==> config.mk <==
export PLATFORM = sky130hd
export DESIGN_NAME = spi_bus_ctrl_flat
export DESIGN_NICKNAME = d
export VERILOG_FILES = /design/src/rtl/spi_bus_ctrl_if.sv /design/src/rtl/spi_bus_ctrl.sv /design/src/flat_wrapper.sv
export SDC_FILE = /design/constraint.sdc
export NUM_CORES = 1
export LEC_CHECK = 0
export CORE_UTILIZATION = 45
export DETAILED_ROUTE_END_ITERATION = 8
export GPL_ROUTABILITY_DRIVEN = 1
export PLACE_DENSITY = 0.73
export SLEW_MARGIN = 15
export SYNTH_ARGS = -nofsm -noshare
export SYNTH_HDL_FRONTEND = slang
export SYNTH_SLANG_ARGS = --single-unit
==> constraint.sdc <==
create_clock -name sys_clk -period 2.4 [get_ports sys_clk]
set_input_delay 0.24 -clock sys_clk [delete_from_list [all_inputs] [get_ports sys_clk]]
set_output_delay 0.24 -clock sys_clk [all_outputs]
set_load 0.01 [all_outputs]
==> src/rtl/spi_bus_ctrl_if.sv <==
// rtl/spi_bus_ctrl_if.sv - pin and decision-logic signal bundle for spi_bus_ctrl
interface spi_bus_ctrl_if #(
    parameter int BUF_SIZE         = 9,
    parameter int CHUNK_SIZE_WIDTH = $clog2(BUF_SIZE + 1)
);
    logic                        cs_in;
    logic                        sclk_in;
    logic                        mosi_in;
    logic                        miso_in;
    logic                        cs_out;
    logic                        sclk_out;
    logic                        mosi_out;
    logic                        miso_out;
    logic                        cmd_next_chunk;
    logic                        cmd_finish;
    logic [CHUNK_SIZE_WIDTH-1:0] next_chunk_size;
    logic                        fake_miso_select;
    logic                        fake_mosi_select;
    logic [BUF_SIZE-1:0]         fake_miso_data;
    logic [BUF_SIZE-1:0]         fake_mosi_data;
    logic                        comm_active;
    logic                        bus_ready;
    logic [BUF_SIZE-1:0]         real_miso_data;
    logic [BUF_SIZE-1:0]         real_mosi_data;

    modport slave (
        input  cs_in, sclk_in, mosi_in, miso_in,
        input  cmd_next_chunk, cmd_finish, next_chunk_size,
        input  fake_miso_select, fake_mosi_select, fake_miso_data, fake_mosi_data,
        output cs_out, sclk_out, mosi_out, miso_out,
        output comm_active, bus_ready, real_miso_data, real_mosi_data
    );

    modport master (
        output cs_in, sclk_in, mosi_in, miso_in,
        output cmd_next_chunk, cmd_finish, next_chunk_size,
        output fake_miso_select, fake_mosi_select, fake_miso_data, fake_mosi_data,
        input  cs_out, sclk_out, mosi_out, miso_out,
        input  comm_active, bus_ready, real_miso_data, real_mosi_data
    );
endinterface

==> src/rtl/spi_bus_ctrl.sv <==
// rtl/spi_bus_ctrl.sv - SPI/Microwire chunked capture and fake-drive bus stage
module spi_bus_ctrl #(
    parameter int BUF_SIZE         = 9,
    parameter int CHUNK_SIZE_WIDTH = $clog2(BUF_SIZE + 1),
    parameter int CS_ACTIVE        = 1
) (
    input  logic          sys_clk,
    input  logic          rst,
    spi_bus_ctrl_if.slave bus
);
    typedef enum logic [2:0] {
        ST_IDLE,
        ST_WAIT,
        ST_CHUNK,
        ST_READY,
        ST_FINISH
    } state_t;

    localparam logic                        CS_LEVEL = 1'(CS_ACTIVE);
    localparam logic [CHUNK_SIZE_WIDTH-1:0] MAX_SIZE = CHUNK_SIZE_WIDTH'(BUF_SIZE);
    localparam logic [CHUNK_SIZE_WIDTH-1:0] ONE      = CHUNK_SIZE_WIDTH'(1);

    logic [1:0]                  cs_sync_q;
    logic [2:0]                  sclk_sync_q;
    logic [1:0]                  mosi_sync_q;
    logic [1:0]                  miso_sync_q;

    state_t                      state_q;
    logic                        comm_active_q;
    logic                        bus_ready_q;
    logic [BUF_SIZE-1:0]         real_mosi_q;
    logic [BUF_SIZE-1:0]         real_miso_q;
    logic [BUF_SIZE-1:0]         fake_mosi_sr_q;
    logic [BUF_SIZE-1:0]         fake_miso_sr_q;
    logic                        sel_mosi_q;
    logic                        sel_miso_q;
    logic [CHUNK_SIZE_WIDTH-1:0] count_q;
    logic [CHUNK_SIZE_WIDTH-1:0] size_q;

    logic                        cs_active;
    logic                        sclk_rise;
    logic                        sclk_fall;
    logic [CHUNK_SIZE_WIDTH-1:0] size_clamped;
    logic [CHUNK_SIZE_WIDTH-1:0] count_inc;

    // Two stages for metastability; the third sclk stage only feeds edge detection.
    always_ff @(posedge sys_clk) begin
        if (rst) begin
            cs_sync_q   <= '0;
            sclk_sync_q <= '0;
            mosi_sync_q <= '0;
            miso_sync_q <= '0;
        end else begin
            cs_sync_q   <= {cs_sync_q[0], bus.cs_in};
            sclk_sync_q <= {sclk_sync_q[1:0], bus.sclk_in};
            mosi_sync_q <= {mosi_sync_q[0], bus.mosi_in};
            miso_sync_q <= {miso_sync_q[0], bus.miso_in};
        end
    end

    assign cs_active    = (cs_sync_q[1] == CS_LEVEL);
    assign sclk_rise    = sclk_sync_q[1] & ~sclk_sync_q[2];
    assign sclk_fall    = ~sclk_sync_q[1] & sclk_sync_q[2];
    assign size_clamped = (bus.next_chunk_size > MAX_SIZE) ? MAX_SIZE : bus.next_chunk_size;
    assign count_inc    = count_q + ONE;

    always_ff @(posedge sys_clk) begin
        if (rst) begin
            state_q        <= ST_IDLE;
            comm_active_q  <= 1'b0;
            bus_ready_q    <= 1'b0;
            real_mosi_q    <= '0;
            real_miso_q    <= '0;
            fake_mosi_sr_q <= '0;
            fake_miso_sr_q <= '0;
            sel_mosi_q     <= 1'b0;
            sel_miso_q     <= 1'b0;
            count_q        <= '0;
            size_q         <= '0;
        end else begin
            comm_active_q <= cs_active;
            if (sclk_fall) begin
                fake_mosi_sr_q <= {fake_mosi_sr_q[BUF_SIZE-2:0], 1'b0};
                fake_miso_sr_q <= {fake_miso_sr_q[BUF_SIZE-2:0], 1'b0};
            end
            // A CS release outranks any command arriving in the same cycle.
            if (!cs_active) begin
                state_q     <= ST_IDLE;
                bus_ready_q <= 1'b0;
                sel_mosi_q  <= 1'b0;
                sel_miso_q  <= 1'b0;
            end else begin
                case (state_q)
                    ST_IDLE: state_q <= ST_WAIT;
                    ST_WAIT, ST_CHUNK, ST_READY: begin
                        if (bus.cmd_finish) begin
                            bus_ready_q <= 1'b0;
                            state_q     <= ST_FINISH;
                        end else if (bus.cmd_next_chunk) begin
                            bus_ready_q    <= 1'b0;
                            real_mosi_q    <= '0;
                            real_miso_q    <= '0;
                            count_q        <= '0;
                            size_q         <= size_clamped;
                            sel_mosi_q     <= bus.fake_mosi_select;
                            sel_miso_q     <= bus.fake_miso_select;
                            fake_mosi_sr_q <= bus.fake_mosi_data;
                            fake_miso_sr_q <= bus.fake_miso_data;
                            state_q        <= ST_CHUNK;
                        end else if (state_q == ST_CHUNK) begin
                            // Equality before any edge covers the zero-length chunk.
                            if (count_q == size_q) begin
                                bus_ready_q <= 1'b1;
                                state_q     <= ST_READY;
                            end else if (sclk_rise) begin
                                real_mosi_q <= {real_mosi_q[BUF_SIZE-2:0], mosi_sync_q[1]};
                                real_miso_q <= {real_miso_q[BUF_SIZE-2:0], miso_sync_q[1]};
                                count_q     <= count_inc;
                                if (count_inc == size_q) begin
                                    bus_ready_q <= 1'b1;
                                    state_q     <= ST_READY;
                                end
                            end
                        end
                    end
                    ST_FINISH: state_q <= ST_FINISH;
                    default:   state_q <= ST_IDLE;
                endcase
            end
        end
    end

    assign bus.cs_out         = bus.cs_in;
    assign bus.sclk_out       = bus.sclk_in;
    assign bus.mosi_out       = sel_mosi_q ? fake_mosi_sr_q[BUF_SIZE-1] : bus.mosi_in;
    assign bus.miso_out       = sel_miso_q ? fake_miso_sr_q[BUF_SIZE-1] : bus.miso_in;
    assign bus.comm_active    = comm_active_q;
    assign bus.bus_ready      = bus_ready_q;
    assign bus.real_mosi_data = real_mosi_q;
    assign bus.real_miso_data = real_miso_q;
endmodule

==> src/flat_wrapper.sv <==
// flat-port wrapper written by rule: the top's interface ports become plain ports
module spi_bus_ctrl_flat 
#(
    parameter int BUF_SIZE         = 9,
    parameter int CHUNK_SIZE_WIDTH = $clog2(BUF_SIZE + 1),
    parameter int CS_ACTIVE        = 1
)
  (sys_clk, rst, bus_cs_in, bus_sclk_in, bus_mosi_in, bus_miso_in, bus_cmd_next_chunk, bus_cmd_finish, bus_next_chunk_size, bus_fake_miso_select, bus_fake_mosi_select, bus_fake_miso_data, bus_fake_mosi_data, bus_cs_out, bus_sclk_out, bus_mosi_out, bus_miso_out, bus_comm_active, bus_bus_ready, bus_real_miso_data, bus_real_mosi_data);
  spi_bus_ctrl_if #(.BUF_SIZE(BUF_SIZE), .CHUNK_SIZE_WIDTH(CHUNK_SIZE_WIDTH)) bus_i ();
  input  logic sys_clk;
  input  logic rst;
  input wire logic [$bits(bus_i.cs_in)-1:0] bus_cs_in;
  input wire logic [$bits(bus_i.sclk_in)-1:0] bus_sclk_in;
  input wire logic [$bits(bus_i.mosi_in)-1:0] bus_mosi_in;
  input wire logic [$bits(bus_i.miso_in)-1:0] bus_miso_in;
  input wire logic [$bits(bus_i.cmd_next_chunk)-1:0] bus_cmd_next_chunk;
  input wire logic [$bits(bus_i.cmd_finish)-1:0] bus_cmd_finish;
  input wire logic [$bits(bus_i.next_chunk_size)-1:0] bus_next_chunk_size;
  input wire logic [$bits(bus_i.fake_miso_select)-1:0] bus_fake_miso_select;
  input wire logic [$bits(bus_i.fake_mosi_select)-1:0] bus_fake_mosi_select;
  input wire logic [$bits(bus_i.fake_miso_data)-1:0] bus_fake_miso_data;
  input wire logic [$bits(bus_i.fake_mosi_data)-1:0] bus_fake_mosi_data;
  output wire logic [$bits(bus_i.cs_out)-1:0] bus_cs_out;
  output wire logic [$bits(bus_i.sclk_out)-1:0] bus_sclk_out;
  output wire logic [$bits(bus_i.mosi_out)-1:0] bus_mosi_out;
  output wire logic [$bits(bus_i.miso_out)-1:0] bus_miso_out;
  output wire logic [$bits(bus_i.comm_active)-1:0] bus_comm_active;
  output wire logic [$bits(bus_i.bus_ready)-1:0] bus_bus_ready;
  output wire logic [$bits(bus_i.real_miso_data)-1:0] bus_real_miso_data;
  output wire logic [$bits(bus_i.real_mosi_data)-1:0] bus_real_mosi_data;
  assign bus_i.cs_in = bus_cs_in;
  assign bus_i.sclk_in = bus_sclk_in;
  assign bus_i.mosi_in = bus_mosi_in;
  assign bus_i.miso_in = bus_miso_in;
  assign bus_i.cmd_next_chunk = bus_cmd_next_chunk;
  assign bus_i.cmd_finish = bus_cmd_finish;
  assign bus_i.next_chunk_size = bus_next_chunk_size;
  assign bus_i.fake_miso_select = bus_fake_miso_select;
  assign bus_i.fake_mosi_select = bus_fake_mosi_select;
  assign bus_i.fake_miso_data = bus_fake_miso_data;
  assign bus_i.fake_mosi_data = bus_fake_mosi_data;
  assign bus_cs_out = bus_i.cs_out;
  assign bus_sclk_out = bus_i.sclk_out;
  assign bus_mosi_out = bus_i.mosi_out;
  assign bus_miso_out = bus_i.miso_out;
  assign bus_comm_active = bus_i.comm_active;
  assign bus_bus_ready = bus_i.bus_ready;
  assign bus_real_miso_data = bus_i.real_miso_data;
  assign bus_real_mosi_data = bus_i.real_mosi_data;
  spi_bus_ctrl #(.BUF_SIZE(BUF_SIZE), .CHUNK_SIZE_WIDTH(CHUNK_SIZE_WIDTH), .CS_ACTIVE(CS_ACTIVE)) u_core (.sys_clk(sys_clk), .rst(rst), .bus(bus_i));
endmodule
=== Yosys cells after proc, flatten, opt, wreduce, memory -nomap -nowiden ===
Cells that the tools add are included.

* Output and inout bits: 24
* Bits in registers: 60
* Input port bits: 32
* Logic and storage cells: 84

* Equality and inequality tests: 10
* Bitwise gates (word level): 6
* Reductions and logical operators: 13
* $lt $le $gt $ge: 1
* Muxes and demuxes: 38
* Add/subtract/negate cells: 1

{| class="wikitable"
|+ Operator list
! operator !! count
|-
| two-way mux 9 bit || 18
|-
| two-way mux 4 bit || 5
|-
| two-way mux 3 bit || 6
|-
| != test 5 x 3 -> 1 bit (second input constant) || 2
|-
| case mux 3 bit (3 select lines) || 1
|-
| == test 4 bit || 2
|-
| two-way mux 1 bit || 8
|-
| AND reduction 4 bit || 2
|-
| nonzero test 4 bit || 2
|-
| == test 3 x 2 -> 1 bit (second input constant) || 2
|-
| AND reduction 3 bit || 2
|-
| AND reduction 6 bit || 1
|-
| adder 4 x 1 -> 4 bit (second input constant) || 1
|-
| > comparator 4 bit (second input constant) || 1
|-
| != test 4 x 3 -> 1 bit (second input constant) || 1
|-
| inverter 1 bit || 4
|-
| nonzero test 2 bit || 2
|-
| == test 3 x 1 -> 1 bit (second input constant) || 1
|-
| == test 3 bit (second input constant) || 1
|-
| zero test 3 bit || 1
|-
| nonzero test 3 bit || 1
|-
| OR reduction 3 bit || 1
|-
| AND 1 bit || 2
|-
| != test 2 bit (second input constant) || 1
|-
| OR reduction 2 bit || 1
|}

=== Longest topological paths before layout ===
Gate-level depths: netlist of run 1.

* Word-level depth: 9
* Mapped depth: 7
* Gate-level depth less buffers: 5

=== Least setup slack after synthesis of run 1 ===
Ideal clock, no wire load.

* Path kind: register -> register
* Start: register u_core.size_q[3]
* End: register u_core.real_miso_q[0], in the netlist u_core.bus.real_miso_data[0]
* Data required time: 2.268 ns
* Cell stages (with the launch flop): 7
* Arrival time: 1.460 ns
* Path buffers: 2
* Library setup time: 0.132 ns
* Slack: 0.807 ns
* Period minus slack after synthesis: 1.593 ns
* Cells stage by stage: dfxtp_1 xor2_2 o41a_2 buf_2 buf_2 nand3_1 a21oi_1

* Longest elaborated chain between the ends: 3

{| class="wikitable"
|+ Ends and longest elaborated chain
! item !! RTL line !! RTL
|-
| start, declared || spi_bus_ctrl.sv:38 || <nowiki>logic [CHUNK_SIZE_WIDTH-1:0] size_q;</nowiki>
|-
| start signal, assigned || spi_bus_ctrl.sv:104 || <nowiki>size_q <= size_clamped;</nowiki>
|-
| == test 4 bit || spi_bus_ctrl.sv:112 || <nowiki>if (count_q == size_q) begin</nowiki>
|-
| != test 2 bit (no line) || - ||
|-
| AND reduction 6 bit (no line) || - ||
|-
| end signal, assigned || spi_bus_ctrl.sv:117 || <nowiki>real_miso_q <= {real_miso_q[BUF_SIZE-2:0], miso_sync_q[1]};</nowiki>
|-
| end, declared || spi_bus_ctrl.sv:32 || <nowiki>logic [BUF_SIZE-1:0] real_miso_q;</nowiki>
|}

Every way passes these cells.
A chain may end at the register's enable or synchronous reset.

=== Final worst setup path of run 1 ===
* Start: register u_core.count_q[0]
* End: register u_core.state_q[0]

* Longest elaborated chain between the ends: 6
* Elaborated cells between the ends (all ways): 11
* Those cells by class: 1 x add/sub; 4 x eq/ne; 5 x mux; 1 x reduce/logical

{| class="wikitable"
|+ Ends and longest elaborated chain
! item !! RTL line !! RTL
|-
| start, declared || spi_bus_ctrl.sv:37 || <nowiki>logic [CHUNK_SIZE_WIDTH-1:0] count_q;</nowiki>
|-
| start signal, assigned || spi_bus_ctrl.sv:118 || <nowiki>count_q <= count_inc;</nowiki>
|-
| parallel branches: the longest is 6 deep, another holds adder 4 x 1 -> 4 bit || - ||
|-
| end signal, assigned || spi_bus_ctrl.sv:94 || <nowiki>ST_IDLE: state_q <= ST_WAIT;</nowiki>
|-
| end signal, assigned || spi_bus_ctrl.sv:98 || <nowiki>state_q <= ST_FINISH;</nowiki>
|-
| end signal, assigned || spi_bus_ctrl.sv:109 || <nowiki>state_q <= ST_CHUNK;</nowiki>
|-
| end, declared || spi_bus_ctrl.sv:28 || <nowiki>state_t state_q;</nowiki>
|}

Several ways; the timed one is not identified. The select of a mux whose other input is x is not followed.

==> flow_summary.ini, run 1 <==
[power]
power_density_nw_per_um2 = 606
p_leak_nw = 1.18
vdd_ir_drop_max_uv = 348
p_total_mw = 2.03

[die]
rows = 27
initial_core_util_pct = 46.9
die_w_um = 77.7
die_h_um = 77.7
floorplan.die_area_um2 = 6040
core_area_um2 = 5510
pin_count = 56

[layout]
antenna-diode-count = 0
flow.area_growth_from_synthesis_pct = 30.1
final.fill_count = 470
design.final.nets = 354
layout-drive-gt1-share_pct = 10.4

[synthesis]
synthMostInstantiatedCell = dfxtp_1
syn_area_um2 = 2580
muxShareOfSynthArea_pct = 9.02
synth_area_per_cell_um2 = 9.56
synth_enable_flop_cells = 0
yosys-top-cells-count = 60 x dfxtp_1, 29 x a21oi_1, 25 x nor2_1, 21 x mux2i_1, 21 x nand3_1
main_combinational_cell_family_by_area_after_synthesis = simple AND/OR/NAND/NOR gates
post_synth_num_cell_types = 37
mappedNetlistNets = 303
seq_area_frac_synth_pct = 46.6
synth-compound-area-share_pct = 17.2
synth_fa_ha_area_share_pct = 0.485
synth_top_cell_area_share_pct = 46.6
synth-warning-count = 0
yosys_most_used_dff = dfxtp_1
synth-xor-area-share_pct = 4.27
netlist_top_cells_area = dfxtp_1 47%, mux2i_1 8.1%, a21oi_1 5.6%, a211oi_1 4.9%, nand3_1 4.1%
yosys.area.top_type = dfxtp_1
post_synth_and_or_nand_nor_area_fraction_pct = 17.5
postSynthRegisterBits = 60
post_synth_inst_count = 270
post_synthesis_async_set_or_reset_flop_share_pct = 0

[worst_setup_path]
path_max_fanout = 5
worstSetupPathType = register to register
end_kind = register
worstPathCellList = ha_1 -> xor3_4 -> nor4b_1 -> a21oi_1 -> nor4_1
crit_required_ns = 2.64
cp_data_arrival_time_ns = 2.08
timing.critical_path.slowest_stage_cell = dfxtp_1
cpPeakStageDelay_ns = 0.44
timing.critical_path.from_type = register
reg2regPathDepth = 5

[timing]
hold_viol_final = 0
slew_headroom_pct = 57.4
worstMarginPinSlew_ns = 0.629
setup_repair_after_global_routing_missed_its_margin = false
period_share_pct = 76.6
count_of_final_setup_violators = 0
totalNegativeSetupSlack_ns = 0
finalCriticalPeriod_ns = 1.84
drv_slew = 0
clock.fmax_mhz = 544
skew_ns = 0.00700

[clock_tree]
cts_root_buf = clkbuf_8
clkSlewWorstSetupHoldPaths_ns = 0.07
cts_hold_buffers = 0
clkLatencyLatePin_ns = 0.33
max-clock-path-buffers = 2
cts_buffer_count = 9
tritoncts = done
post_cts_sizing_count = 0
post-cts-setup-buffers = 0
tritoncts_num_sinks = 60
htreeDepth = 3

[placed_design]
detailedPlacementHpwl_um = 3380
io_buffer_count = 55
gp_congestion = 0.752

[job]
max-cap-violations = 0

[global_route]
grt_usage_pct = 18.5
grt_pass1_vias = 2002
maximum_number_of_pins_on_one_net_before_global_route_repair = 36
grt-ovfl-total = 0
grt_pass1_wl_um = 8800
grt_antenna_before_repair = 0

[routing]
ant_nets = 0
met3_wirelength_um = 198
highest_layer = met4
vias_after_detailed_routing = 2120
routedLengthMet1_um = 2380
met2_routed_wirelength_um = 2410
drcViolationCount = 0
post_drt_via_cell_ratio = 5.33
drt_wl_total_um = 5100
detailedRoute.firstIterationViolations = 171
wire_per_inst_um = 12.8
drt_first_pass_iters = 4

[worst_hold_path]
worstHoldPathCells = 1
timing.hold.worst.class = register to register

[run_status]
outcome = finished, final reports clean
## cell families (layout without fill, tap and decap cells)
group,after synthesis,after routing
compound gates,72,72
xor+xnor,7,7
fa+ha+maj,1,1
buf+inv,24,80
flops,60,60
mux,23,23
simple gates,83,83
## critical path, delay by kind of cell (launching register included)
family / cells / cell delay (ns)
and+or+nand+nor: 2 / 0.65
xor gates and xnor gates: 1 / 0.32
AOI/OAI and AO/OA: 1 / 0.12
adders and majority gates: 1 / 0.22
DFF: 1 / 0.44
## stage by stage
step	area, µm²	hold WS, ns	utilization, %	instances	setup WS, ns
finish	3360	0.440	60.9	398	0.563
CTS	3360	0.444	60.9	398	0.566
global route	3360	0.440	60.9	398	0.351
global placement	3150	0.419	57.3	382	0.349
detailed placement	3150	0.427	57.3	382	0.309
floorplan	2580	0.312	-	270	0.807
## power breakdown
group | internal [mW] | leakage (nW) | switching, mW
clock network | 0.533 | 0.102 | 0.385
logic | 0.0678 | 0.597 | 0.0400
registers | 1.00 | 0.485 | 0.00386
## cell usage in the layout, fill, tap and decap left out, types with 2 or more instances in the layout
cell             instances
mux2_2                   2
xor2_1                   2
dfxtp_1                 60
buf_4                    7
clkinv_2                 2
a21oi_1                 29
xor2_2                   4
nor3_1                   4
o21ai_1                  3
nor4_1                   3
clkbuf_8                11
inv_1                    2
nand3_1                 21
or4_1                    2
mux2i_1                 21
nand2_1                  3
o21a_1                   2
a211oi_1                17
nor2_1                  25
nand4b_1                 2
nor2b_1                 11
nand2b_1                 3
nor4b_1                  2
clkdlybuf4s50_1         55
o31ai_1                  2
o21ai_0                 17
## routing by layer
metal | track usage [%] | vias up
li1 | - | 1067
met1 | 22.8 | 994
met2 | 29.3 | 49
met3 | 4.59 | 10
met4 | 10.6 | 0
met5 | 0 | -
## state kept, by name, indices dropped and copies added (netlist names), 2 cells and up
signal and cells:
u_core.bus.real_miso_data 9, u_core.bus.real_mosi_data 9, u_core.fake_miso_sr_q 9, u_core.fake_mosi_sr_q 9, u_core.count_q 4, u_core.size_q 4
u_core.sclk_sync_q 3, u_core.state_q 3, u_core.cs_sync_q 2, u_core.miso_sync_q 2, u_core.mosi_sync_q 2
## final cells by class
cell class | instances | area (µm²) | share of cell area, %
multi-input combinational | 186 | 1250 | 37.3
inverter | 2 | 7.51 | 0.224
clock inverter | 4 | 47.5 | 1.42
timing repair buffer | 62 | 603 | 18.0
tap | 72 | 90.1 | 2.68
sequential | 60 | 1200 | 35.8
clock buffer | 12 | 155 | 4.62
## path summary, 6_finish.rpt
kind | startpoint | to | slack (ns)
max | u_core.count_q[0] | u_core.state_q[0] | 0.56
min | u_core.miso_sync_q[0] | u_core.miso_sync_q[1] | 0.44
max reg2reg | u_core.count_q[0] | u_core.state_q[0] | 0.56
min reg2reg | u_core.miso_sync_q[0] | u_core.miso_sync_q[1] | 0.44
Power figures use the tool's default switching activity.
==> inputs of run 2 (changes only) <==
==> constraint.sdc (replaced) <==
create_clock -name sys_clk -period 1.89 [get_ports sys_clk]
set_input_delay 0.189 -clock sys_clk [delete_from_list [all_inputs] [get_ports sys_clk]]
set_output_delay 0.189 -clock sys_clk [all_outputs]
set_load 0.01 [all_outputs]
==> run 2 against run 1 <==
Total power rose by 32%. Non-clock buffer count rose by 8. Combinational power rose by 35%. Core utilization rose by 2.2 points. Largest cell class unchanged. Critical path type unchanged.
==> flow_summary.ini, run 2 (synthesized netlist as in run 1, its figures left out) <==
[run_status]
outcome = finished, final reports clean

[placed_design]
pre_cts_slack_ns = 0.0888
gp_congestion = 0.737
detailedPlacementHpwl_um = 3580
place_inst = 388
io_buffer_count = 55
detailed_place.area_um2 = 3240

[layout]
design.final.nets = 362
multi_input_comb_area_um2 = 1260
layout-drive-gt1-share_pct = 12.6
final_core_util_pct = 63.1
fin_cells = 406
final_cell_mix = 60 x dfxtp_1, 55 x clkdlybuf4s50_1, 29 x a21oi_1
flow.area_growth_from_synthesis_pct = 34.7
layout_commonest_cell = dfxtp_1
area.sequential_um2 = 1200
finished_layout_cell_area_um2 = 3480
antenna-diode-count = 0
final.fill_count = 484

[die]
die_h_um = 77.7
core_area_um2 = 5510
initial_core_util_pct = 46.9
pin_count = 56
floorplan.die_area_um2 = 6040
rows = 27
die_w_um = 77.7

[clock_tree]
tritoncts_num_sinks = 60
cts_hold_buffers = 0
tritoncts = done
cts_root_buf = clkbuf_8
max-clock-path-buffers = 2
clkLatencyLatePin_ns = 0.33
htreeDepth = 3
clkSlewWorstSetupHoldPaths_ns = 0.06
cts_buffer_count = 9

[power]
power_density_nw_per_um2 = 772
p_total_mw = 2.68
vdd_ir_drop_max_uv = 520
p_leak_nw = 1.24
p_comb_share_pct = 5.4
p_clk_share_pct = 46.9
net-switching-power_mw = 0.538
power.share.switching_pct = 20.1
power.internal_mw = 2.15
share_seq_of_total_power_pct = 47.7

[timing]
final_critical_path_setup_slack_ns = 0.169
finalCriticalPeriod_ns = 1.72
clock.fmax_mhz = 581
slew_headroom_pct = 71.7
worstMarginPinSlew_ns = 0.419
timing.hold.ws_ns = 0.437
drv_slew = 0
period_share_pct = 91.1
skew_ns = 0.00568
totalNegativeSetupSlack_ns = 0
hold_viol_final = 0
setup_repair_after_global_routing_missed_its_margin = false
count_of_final_setup_violators = 0

[worst_setup_path]
worstSetupPathType = register to register
regToRegStartpoint = u_core.size_q[2]
end_kind = register
path_max_fanout = 9
worstSetupStartpoint = u_core.size_q[2]
cp_data_arrival_time_ns = 1.98
timing.critical_path.from_type = register
crit_required_ns = 2.15

[routing]
drcViolationCount = 0
vias_after_detailed_routing = 2130
drt_first_pass_iters = 4
post_drt_via_cell_ratio = 5.25
detailedRoute.firstIterationViolations = 134
ant_nets = 0
wire_per_inst_um = 13.0
drt_wl_total_um = 5280

[global_route]
grt_pass1_vias = 1911
grt-ovfl-total = 0
maximum_number_of_pins_on_one_net_before_global_route_repair = 35
grt_usage_pct = 18.2
grt_pass1_wl_um = 8520
grt_antenna_before_repair = 0

[worst_hold_path]
hold_path_startpoint = u_core.cs_sync_q[0]
timing.hold.worst.class = register to register

[job]
max-cap-violations = 0
run 2: changes by cell type in the layout (fill, tap and decap cells not counted), sizes merged:
cell    previous run  this run
clkinv             2         1
bufinv             1         2
buf                7        15
run 2: worst max-delay path: stages, from the launching register on:
cell and delay [ns]:
dfxtp_1 0.32, buf_4 0.15, xor2_2 0.19, o41ai_4 0.33, buf_4 0.21, buf_2 0.20
o21ai_0 0.11, a21oi_1 0.14
run 2: area by class of cell:
cell class,count,area share [%]
sequential,60,34.6
tap,72,2.59
clock buffer,12,4.18
multi-input combinational,186,36.2
timing repair buffer,70,20.2
inverter,2,0.216
clock inverter,4,2.09
run 2: power groups by stage:
stage	Clock, mW	Sequential (mW)	Combinational (mW)
6_report	1.26	1.28	0.146
5_1_grt	1.34	1.28	0.157
3_3_place_gp	0	1.31	0.146
3_5_place_dp	0	1.31	0.146
2_1_floorplan	0	1.31	0.0507
4_1_cts	1.28	1.28	0.147
run 2: repair_timing:
item | CTS | global route
buffers inserted | 0 | 1
resized for setup | 0 | 2
hold endpoints to repair | 0 | 0
setup endpoints to repair | 0 | 8
run 2: final timing paths:
kind                                                     end  slack, ns  depth (start not counted)
worst max-delay path            u_core.bus.real_mosi_data[2]       0.17                          7
worst min-delay path                     u_core.cs_sync_q[1]       0.44                          1
worst max register to register  u_core.bus.real_mosi_data[2]       0.17                          7
worst min register to register           u_core.cs_sync_q[1]       0.44                          1
run 2: metal layers:
| layer | global-route usage [%] | wire, µm |
|---|---|---|
| met5 | 0 | 0 |
| met3 | 3.65 | 225 |
| met4 | 10.8 | 133 |
| met2 | 28.1 | 2450 |
| met1 | 23.4 | 2470 |
